$ cat config.mk
export PLATFORM = sky130hd
export DESIGN_NAME = fetch_pc_gen
export DESIGN_NICKNAME = d
export VERILOG_FILES = /design/src/rtl/mmm_pkg.sv /design/src/rtl/fetch_perf_cnt.sv /design/src/rtl/fetch_pc_gen.sv
export SDC_FILE = /design/constraint.sdc
export NUM_CORES = 1
export LEC_CHECK = 0
export CELL_PAD_IN_SITES_DETAIL_PLACEMENT = 1
export CELL_PAD_IN_SITES_GLOBAL_PLACEMENT = 2
export CORE_MARGIN = 10
export CORE_UTILIZATION = 26
export DETAILED_ROUTE_END_ITERATION = 10
export PLACE_DENSITY_LB_ADDON = 0.1
export SYNTH_ARGS = -nofsm -noshare
export SYNTH_HDL_FRONTEND = slang
export SYNTH_SLANG_ARGS = --single-unit
$ cat constraint.sdc
create_clock -name clk_i -period 6.42 [get_ports clk_i]
set_clock_uncertainty 0.1 [all_clocks]
set_input_delay 1.284 -clock clk_i [delete_from_list [all_inputs] [get_ports clk_i]]
set_output_delay 1.284 -clock clk_i [all_outputs]
set_load 0.01 [all_outputs]
$ cat src/rtl/mmm_pkg.sv
// Shared types for the fetch front end: XLEN, BPU prediction, execute resolution
// and the fetch PC generator state encoding.
package mmm_pkg;

    localparam int XLEN = 32;

    typedef struct packed {
        logic            taken;
        logic [XLEN-1:0] target;
    } prediction_t;

    typedef struct packed {
        logic            valid;
        logic            mispredict;
        logic            taken;
        logic [XLEN-1:0] pc;
        logic [XLEN-1:0] target;
    } resolution_t;

    typedef enum logic [1:0] {
        BOOT  = 2'd0,
        RUN   = 2'd1,
        REDIR = 2'd2
    } fetch_state_t;

    // Instruction fetch is word aligned; loaded addresses drop their low bits.
    function automatic logic [XLEN-1:0] align_pc(input logic [XLEN-1:0] addr);
        return {addr[XLEN-1:2], 2'b00};
    endfunction

endpackage

$ cat src/rtl/fetch_perf_cnt.sv
// Free-running handshake and redirect counters for the fetch PC generator.
// Instantiated only when FETCH_PERF_CNT_EN is defined.
module fetch_perf_cnt (
    input  logic        clk_i,
    input  logic        rst_i,
    input  logic        fetch_i,
    input  logic        redirect_i,
    output logic [31:0] fetch_cnt_o,
    output logic [31:0] redirect_cnt_o
);

    always_ff @(posedge clk_i) begin
        if (rst_i) begin
            fetch_cnt_o    <= '0;
            redirect_cnt_o <= '0;
        end else begin
            if (fetch_i)
                fetch_cnt_o <= fetch_cnt_o + 32'd1;
            if (redirect_i)
                redirect_cnt_o <= redirect_cnt_o + 32'd1;
        end
    end

endmodule

$ cat src/rtl/fetch_pc_gen.sv
// Fetch PC generator: BOOT/RUN/REDIR FSM steering pc_o from BPU predictions and
// execute redirects. Define FETCH_PERF_CNT_EN to add handshake/redirect counters.
module fetch_pc_gen
    import mmm_pkg::*;
#(
    parameter logic [XLEN-1:0] BOOT_ADDR = 32'h0000_0000
) (
    input  logic            clk_i,
    input  logic            rst_i,
    input  prediction_t     pred_i,
    input  resolution_t     res_i,
    input  logic            fetch_ready_i,
    output logic [XLEN-1:0] pc_o,
    output logic            fetch_valid_o,
    output prediction_t     fetch_pred_o,
    output logic            flush_o,
`ifdef FETCH_PERF_CNT_EN
    output logic [31:0]     fetch_cnt_o,
    output logic [31:0]     redirect_cnt_o,
`endif
    output fetch_state_t    state_o
);

    // Handshake: a fetch is accepted when fetch_valid_o and fetch_ready_i are both
    // high at a rising edge. While stalled, pc_o and fetch_pred_o stay stable.
    fetch_state_t    state;
    logic [XLEN-1:0] pc_q;
    logic            valid_q;
    prediction_t     pred_q;
    logic            hold_q;
    logic            redirect;
    logic            handshake;
    logic [XLEN-1:0] redirect_pc;
    logic [XLEN-1:0] seq_pc;

    assign redirect    = res_i.valid & res_i.mispredict;
    assign handshake   = valid_q & fetch_ready_i;
    assign redirect_pc = align_pc(res_i.taken ? res_i.target : res_i.pc + XLEN'(4));

    // The first stalled cycle captures the prediction so later BPU updates
    // cannot change what is presented for the held PC.
    assign fetch_pred_o = !valid_q ? '0 : (hold_q ? pred_q : pred_i);
    assign seq_pc       = fetch_pred_o.taken ? align_pc(fetch_pred_o.target) : pc_q + XLEN'(4);

    assign pc_o          = pc_q;
    assign fetch_valid_o = valid_q;
    assign flush_o       = redirect;
    assign state_o       = state;

    always_ff @(posedge clk_i) begin
        if (rst_i) begin
            state   <= BOOT;
            pc_q    <= BOOT_ADDR;
            valid_q <= 1'b0;
            pred_q  <= '0;
            hold_q  <= 1'b0;
        end else if (redirect) begin
            state   <= REDIR;
            pc_q    <= redirect_pc;
            valid_q <= 1'b0;
            hold_q  <= 1'b0;
        end else begin
            case (state)
                BOOT: begin
                    state   <= RUN;
                    valid_q <= 1'b1;
                    hold_q  <= 1'b0;
                end
                RUN: begin
                    if (handshake) begin
                        pc_q   <= seq_pc;
                        hold_q <= 1'b0;
                    end else begin
                        pred_q <= fetch_pred_o;
                        hold_q <= 1'b1;
                    end
                end
                REDIR: begin
                    state   <= RUN;
                    valid_q <= 1'b1;
                    hold_q  <= 1'b0;
                end
                default: begin
                    state   <= BOOT;
                    valid_q <= 1'b0;
                    hold_q  <= 1'b0;
                end
            endcase
        end
    end

`ifdef FETCH_PERF_CNT_EN
    fetch_perf_cnt u_perf_cnt (
        .clk_i          (clk_i),
        .rst_i          (rst_i),
        .fetch_i        (handshake),
        .redirect_i     (redirect),
        .fetch_cnt_o    (fetch_cnt_o),
        .redirect_cnt_o (redirect_cnt_o)
    );
`endif

endmodule

# After elaboration in Yosys (flattened, before gate mapping)
# Cells that the tools add are included.
classes:
  n_reduce_logical: 9
  mux: 11
  n_eq_ne: 3
  add_sub_neg: 2
  bitwise_logic: 5
op_table:
  columns: ["op", "count"]
  rows:
  - ["2-to-1 mux 32 bit", 5]
  - ["2-to-1 mux 33 bit", 2]
  - ["adder 32 x 3 -> 32 bit, second input constant", 2]
  - ["one-hot mux 2 bit (2 select lines)", 1]
  - ["AND reduction 2 bit", 2]
  - ["nonzero test 2 bit", 2]
  - ["OR reduction 2 bit", 2]
  - ["NOT 1 bit", 3]
  - ["AND reduction 3 bit", 1]
  - ["OR reduction 3 bit", 1]
  - ["bitwise AND 1 bit", 2]
  - ["equality test 2 x 1 -> 1 bit, second input constant", 1]
  - ["equality test 2 bit, second input constant", 1]
  - ["logical NOT 2 bit", 1]
  - ["2-to-1 mux 2 bit", 1]
  - ["!= test 2 bit, second input constant", 1]
  - ["one-hot mux 1 bit (2 select lines)", 1]
  - ["2-to-1 mux 1 bit", 1]
word_totals:
  regBits: 69
  inputBits: 103
  elab_cells: 38

# Depth between registers and ports, before layout
# Gate-level depths: netlist of run 1.
logic_depth:
  depth_word: 6
  mapped_depth: 9

# Worst setup path before layout of run 1
# No wires, ideal clock.
synth_timing:
  path_kind: "input -> output"
  start: "input port res_i[66] (netlist name)"
  end: "output port flush_o"
  n_path_buf: 2
  required_time_ns: 5.036
  arrival_ns: 2.069
  cell_stages: 4
  setup_slack_ns: 2.967
  cell_sequence: "nand2_1 -> inv_1 -> clkbuf_1 -> clkbuf_1"
synth_via:
  elab_chain_cells: 1
synth_rtl:
  columns: ["item", "line_no", "source"]
  rows:
  - ["from (decl)", "fetch_pc_gen.sv:11", "input resolution_t res_i,"]
  - ["bitwise AND 1 bit", "fetch_pc_gen.sv:36", "assign redirect = res_i.valid & res_i.mispredict;"]
  - ["to (decl)", "fetch_pc_gen.sv:16", "output logic flush_o,"]
# No other way between the ends.

==> impl_metrics.env, run 1 <==
export IMPL_synth_edf_count=0
export IMPL_clk_latency_ns=0.34
export IMPL_grt_busiest_layer="met2"
export IMPL_slew_viol_final=0
export IMPL_numClockSinks=68
export IMPL_max_freq_mhz=208.1
export IMPL_worst_pin_slew_ns=1.119
export IMPL_yosys_area_top_type="dfxtp_1"
export IMPL_clock_root_buffer="clkbuf_16"
export IMPL_fin_ws_ns=1.614
export IMPL_synth_yosys_warnings=0
export IMPL_chipWidth_um=156.8
export IMPL_synth_seq_area_share_pct=28.00
export IMPL_syn_area_per_cell_um2=7.214
export IMPL_rsz0062_at_grt="false"
export IMPL_htreeDepth=3
export IMPL_ys_ff_latch=68
export IMPL_grtUsageMet2_pct=27.74
export IMPL_finalSetupTns_ns=0
export IMPL_min_from="pred_q[9]$_SDFFE_PP0P_"
export IMPL_die_area_um2=24570
export IMPL_worstSetupEndpointType="output pin"
export IMPL_hold_viol_final=0
export IMPL_vias=5496
export IMPL_netlist_area_um2=4862
export IMPL_start_kind="input pin"
export IMPL_yosysTopAreaCellShare_pct=28.00
export IMPL_via_per_inst=5.229
export IMPL_synth_adder_area_share_pct=0.5147
export IMPL_synthCells=674
export IMPL_antenna_cells=0
export IMPL_min_to="pred_q[9]$_SDFFE_PP0P_"
export IMPL_worstSetupPathType="input pin to output pin"
export IMPL_rows=49
export IMPL_hp_class="flop to flop"
export IMPL_overflow=0
export IMPL_drt_pass1_iter_count=4
export IMPL_num_nets_final=922
export IMPL_wire_per_inst_um=21.06
export IMPL_pre_cts_ws_ns=1.619
export IMPL_io_buffers=167
export IMPL_drc=0
export IMPL_synth_top_family_by_area="simple AND/OR/NAND/NOR gates"
export IMPL_ant_nets=0
export IMPL_clk_path_buf_depth=2
export IMPL_grt_start_max_net_pins=64
export IMPL_rrSetupSlack_ns=3.35
export IMPL_drive_gt1_share_pct=4.745
export IMPL_rr_worst_depth=7
export IMPL_gp_congestion=0.9518
export IMPL_grtUsageMet3_pct=5.016
export IMPL_worstReg2RegStart="state_o[0]$_SDFFE_PP0N_"
export IMPL_grtUsageTotal_pct=17.80
export IMPL_syn_num_nets=779
export IMPL_routed_wirelength_mm=22.13
export IMPL_synthArstFlopShare_pct=0
export IMPL_layout_min_cycle_time_ns=4.806
export IMPL_min_period_over_period_pct=74.85
export IMPL_reg2reg_to="pc_o[16]$_SDFFE_PP0P_"
export IMPL_post_cts_buffers=0
export IMPL_p_leak_nw=2.315
export IMPL_cts_resized=0
export IMPL_yosys_mux_area_fraction_pct=7.257
export IMPL_antenna_found_initial=0
export IMPL_initial_core_util_pct=26.70
export IMPL_synth_xor_area_share_pct=7.385
export IMPL_yosys_area_share_simple_pct=32.04
export IMPL_setup_viol=0
export IMPL_ir_worst_vdd_uv=86.70
export IMPL_slew_headroom_pct=24.82
export IMPL_cts_tree="yes"
export IMPL_synth_compound_area_share_pct=19.69
export IMPL_drv_cap=0
export IMPL_syn_to_final_growth_pct=44.18
export IMPL_cts_hold_buf=0
export IMPL_core_area_um2=18210
export IMPL_status="finished, final reports clean"
export IMPL_synth_top_cells_by_area="dfxtp_1 (28%), nand2_1 (8.4%), mux2i_1 (6.8%)"
export IMPL_grt_pass1_vias=5857
export IMPL_numCtsBuffers=9
export IMPL_grt_pass1_wl_mm=34.24
export IMPL_synth_cell_type_count=57
export IMPL_hold_path_cell_count=2
export IMPL_dp_hpwl_mm=16.91
export IMPL_clkTransAtPathRegs_ns=0.05
export IMPL_cp_max_fo=28
export IMPL_powerDensity_nw_per_um2=185.8
export IMPL_die_h_um=156.8
export IMPL_yosys_most_used_dff="dfxtp_1"
export IMPL_io_pin_count=172
export IMPL_worstPathRequired_ns=5.04
export IMPL_cp_data_arrival_time_ns=3.42
export IMPL_met1_usage_pct=23.05
export IMPL_drt_iter0_markers=231
==> logic make-up (layout without fill, tap and decap cells) <==
logic type / after synthesis / count (layout)
xor+xnor: 41 / 41
mux: 35 / 35
compound gates: 153 / 153
fa+ha+maj: 2 / 2
simple gates: 312 / 312
flops: 68 / 68
buf+inv: 63 / 211
==> where the power goes <==
part | total [mW] | internal (mW) | leakage, nW | switching (mW)
combinational | 0.320 | 0.159 | 1.62 | 0.160
sequential | 0.473 | 0.442 | 0.555 | 0.0305
clock | 0.510 | 0.310 | 0.144 | 0.200
==> registers in the layout, indices dropped and copies added, names as in the netlist <==
signal	count
pc_o	32
hold_q	1
pred_q	33
state_o	2
==> layer usage <==
| metal | part of all wire (%) | up-vias | wire (um) |
|---|---|---|---|
| met1 | 47 | 2635 | 10440 |
| met5 | 0 | - | 0 |
| met4 | 1.5 | 0 | 331 |
| met2 | 44 | 152 | 9781 |
| li1 | - | 2693 | - |
| met3 | 7.1 | 16 | 1582 |
==> worst max-delay path by stage <==
stage,end,start,cells after the start
finish,fetch_pred_o[32],pred_i[32],5
global route,fetch_pred_o[32],pred_i[32],5
CTS,fetch_pred_o[32],pred_i[32],5
detailed placement,fetch_pred_o[32],pred_i[32],5
global placement,fetch_pred_o[32],pred_i[32],5
floorplan,flush_o,res_i[66],4
==> per-stage QoR <==
step | util [%] | total power [mW] | hold slack, ns | area (um^2) | std cells
floorplan | - | 0.6194 | 0.3360 | 4862 | 674
global placement | 36.84 | 0.7978 | 0.3407 | 6708 | 1035
detailed placement | 36.84 | 0.8028 | 0.3510 | 6708 | 1035
CTS | 38.50 | 1.321 | 0.3584 | 7010 | 1051
global route | 38.50 | 1.366 | 0.3766 | 7010 | 1051
finish | 38.50 | 1.303 | 0.3563 | 7010 | 1051
==> cells in the mapped netlist (all sizes together), types with 2 or more instances <==
cell	n
a31oi	7
mux2	2
ha	2
nor4	15
nor2	42
nand4	12
xnor2	23
a211oi	16
or4	4
nor3	37
nand3	29
clkbuf	32
a22oi	2
nor2b	32
buf	11
dfxtp	68
o21ai	22
mux2i	33
o221ai	2
a21oi	62
nand2	111
o21a	4
inv	20
a221oi	3
a22o	2
and4	6
o211ai	8
and3	8
and2	2
a311oi	2
a211o	2
o31ai	4
nor3b	3
or3	4
o32ai	3
nand2b	5
xor2	18
o22ai	4
a32o	2
==> cell type report <==
class                   instances  area, um^2
inverters                      20       75.07
repair buffers                175        1727
clock inverters                 6       63.81
well taps                     229       286.5
fillers                      2203       11200
flip-flops and latches         68        1363
multi-input cells             543        3257
clock buffers                  10       239.0
==> cell usage in the layout, fill, tap and decap left out, drive strengths merged, types with 5 or more instances in the layout <==
cell and count:
o21ai 22, clkdlybuf4s50 166, o211ai 8, nor2b 32, dfxtp 68, and4 6
a21oi 62, mux2i 33, xor2 18, nand4 12, nand3 29, clkbuf 10
a31oi 7, xnor2 23, nor4 15, and3 8, inv 20, buf 9
a211oi 16, nand2 111, nor3 37, nand2b 5, nor2 42
==> critical path: stages <==
cell and delay [ns]:
clkdlybuf4s50_1 0.49, mux2_2 0.19, nand2_2 0.34, inv_2 0.47, clkdlybuf4s50_1 0.63
Note: power is estimated with default switching activity, not from simulation.
==> run 2: changes to the inputs <==
CORE_UTILIZATION = 24   (was 26)
clock period = 4.68 ns   (was 6.42 ns; I/O delays follow)
==> impl_metrics.env, run 2 (same netlist as run 1, synthesis figures left out) <==
export IMPL_overflow=0
export IMPL_hp_class="flop to flop"
export IMPL_grtUsageTotal_pct=16.83
export IMPL_p_leak_nw=2.325
export IMPL_wire_per_inst_um=20.54
export IMPL_htreeDepth=3
export IMPL_numCtsBuffers=9
export IMPL_io_buffers=167
export IMPL_cp_max_fo=37
export IMPL_fill_cells=2436
export IMPL_cp_data_arrival_time_ns=2.68
export IMPL_worst_pin_slew_ns=1.105
export IMPL_regMostFlops="pred_q"
export IMPL_drive_gt1_share_pct=4.970
export IMPL_post_cts_buffers=0
export IMPL_max_freq_mhz=269.4
export IMPL_worstSetupEndpointType="output pin"
export IMPL_dp_hpwl_mm=17.67
export IMPL_worstSetupPathType="flop to output pin"
export IMPL_initial_core_util_pct=24.18
export IMPL_hold_viol_final=0
export IMPL_ir_worst_vdd_uv=120.3
export IMPL_min_period_over_period_pct=79.32
export IMPL_num_nets_final=927
export IMPL_finalSetupTns_ns=0
export IMPL_routed_wirelength_mm=22.49
export IMPL_start_kind="flop"
export IMPL_cts_resized=0
export IMPL_clkTransAtPathRegs_ns=0.05
export IMPL_grt_pass1_vias=5828
export IMPL_via_per_inst=5.020
export IMPL_status="finished, final reports clean"
export IMPL_worstReg2RegStart="hold_q$_SDFF_PP0_"
export IMPL_slew_viol_final=0
export IMPL_largest_register_ffs=33
export IMPL_final_common_cell="clkdlybuf4s50_1"
export IMPL_min_to="pred_q[12]$_SDFFE_PP0P_"
export IMPL_slew_headroom_pct=26.32
export IMPL_die_h_um=162.3
export IMPL_regArea_um2=1363
export IMPL_layout_min_cycle_time_ns=3.712
export IMPL_io_pin_count=172
export IMPL_rrSetupSlack_ns=1.59
export IMPL_cts_tree="yes"
export IMPL_reg2reg_to="pc_o[23]$_SDFFE_PP0P_"
export IMPL_rows=52
export IMPL_min_from="pred_q[12]$_SDFFE_PP0P_"
export IMPL_antenna_cells=0
export IMPL_setup_viol=0
export IMPL_die_area_um2=26350
export IMPL_syn_to_final_growth_pct=45.09
export IMPL_chipWidth_um=162.3
export IMPL_rr_worst_depth=8
export IMPL_drt_pass1_iter_count=5
export IMPL_instances_no_fill=1095
export IMPL_numClockSinks=68
export IMPL_dp_cells=1081
export IMPL_clk_path_buf_depth=2
export IMPL_grt_pass1_wl_mm=35.02
export IMPL_powerDensity_nw_per_um2=243.6
export IMPL_timing_hold_ws_ns=0.3526
export IMPL_gp_congestion=0.9420
export IMPL_ant_nets=0
export IMPL_drt_iter0_markers=228
export IMPL_worstPathRequired_ns=3.64
export IMPL_cts_hold_buf=0
export IMPL_hold_path_cell_count=2
export IMPL_drc=0
export IMPL_clock_root_buffer="clkbuf_16"
export IMPL_rsz0062_at_grt="false"
export IMPL_drv_cap=0
export IMPL_clk_latency_ns=0.35
export IMPL_antenna_found_initial=0
export IMPL_final_cell_mix="clkdlybuf4s50_1 (166), nand2_1 (109), dfxtp_1 (67)"
export IMPL_setup_worst_path_start="hold_q$_SDFF_PP0_"
export IMPL_multi_input_area_um2=3257
export IMPL_core_area_um2=20100
export IMPL_grt_start_max_net_pins=38
export IMPL_vias=5497
## run 2: how the worst max path moves through the flow
stage | endpoint | slack (ns) | cells past startpoint
2_1_floorplan | flush_o | 1.92 | 4
3_3_place_gp | fetch_pred_o[27] | 1.08 | 4
3_5_place_dp | fetch_pred_o[27] | 1.09 | 4
4_1_cts | fetch_pred_o[27] | 0.95 | 3
5_1_grt | fetch_pred_o[19] | 0.87 | 3
6_report | fetch_pred_o[27] | 0.97 | 3
## run 2: metrics by stage
stage,power [mW],area (um^2),utilization [%],setup slack (ns)
global route,1.805,7054,35.09,0.8748
CTS,1.739,7054,35.09,0.9485
floorplan,0.8497,4862,-,1.923
detailed placement,1.108,6797,33.81,1.095
finish,1.718,7054,35.09,0.9679
global placement,1.102,6797,33.81,1.076
## run 2: layout make-up
class / count / share of cell area [%]
sequential: 68 / 19.32
inverter: 20 / 1.064
tap: 270 / 4.789
multi-input combinational: 543 / 46.17
clock buffer: 11 / 3.441
timing repair buffer: 180 / 25.01
clock inverter: 3 / 0.2128
## run 2: critical path: stages (launching register included)
cell             delay (ns)
dfxtp_2                1.06
mux2i_1                0.18
nor2b_1                0.45
clkdlybuf4s50_1        0.64
## run 2: power by group
group          total (mW)  switching (mW)  internal (mW)
clock network       0.627           0.262          0.364
logic               0.436           0.214          0.222
registers           0.655          0.0487          0.607
## run 2: layer usage
metal	track usage [%]	vias to the layer above	routed length, um
li1	-	2704	-
met1	22.57	2628	10660
met2	25.67	146	9905
met3	4.449	19	1502
met4	5.335	0	423
met5	0	-	0
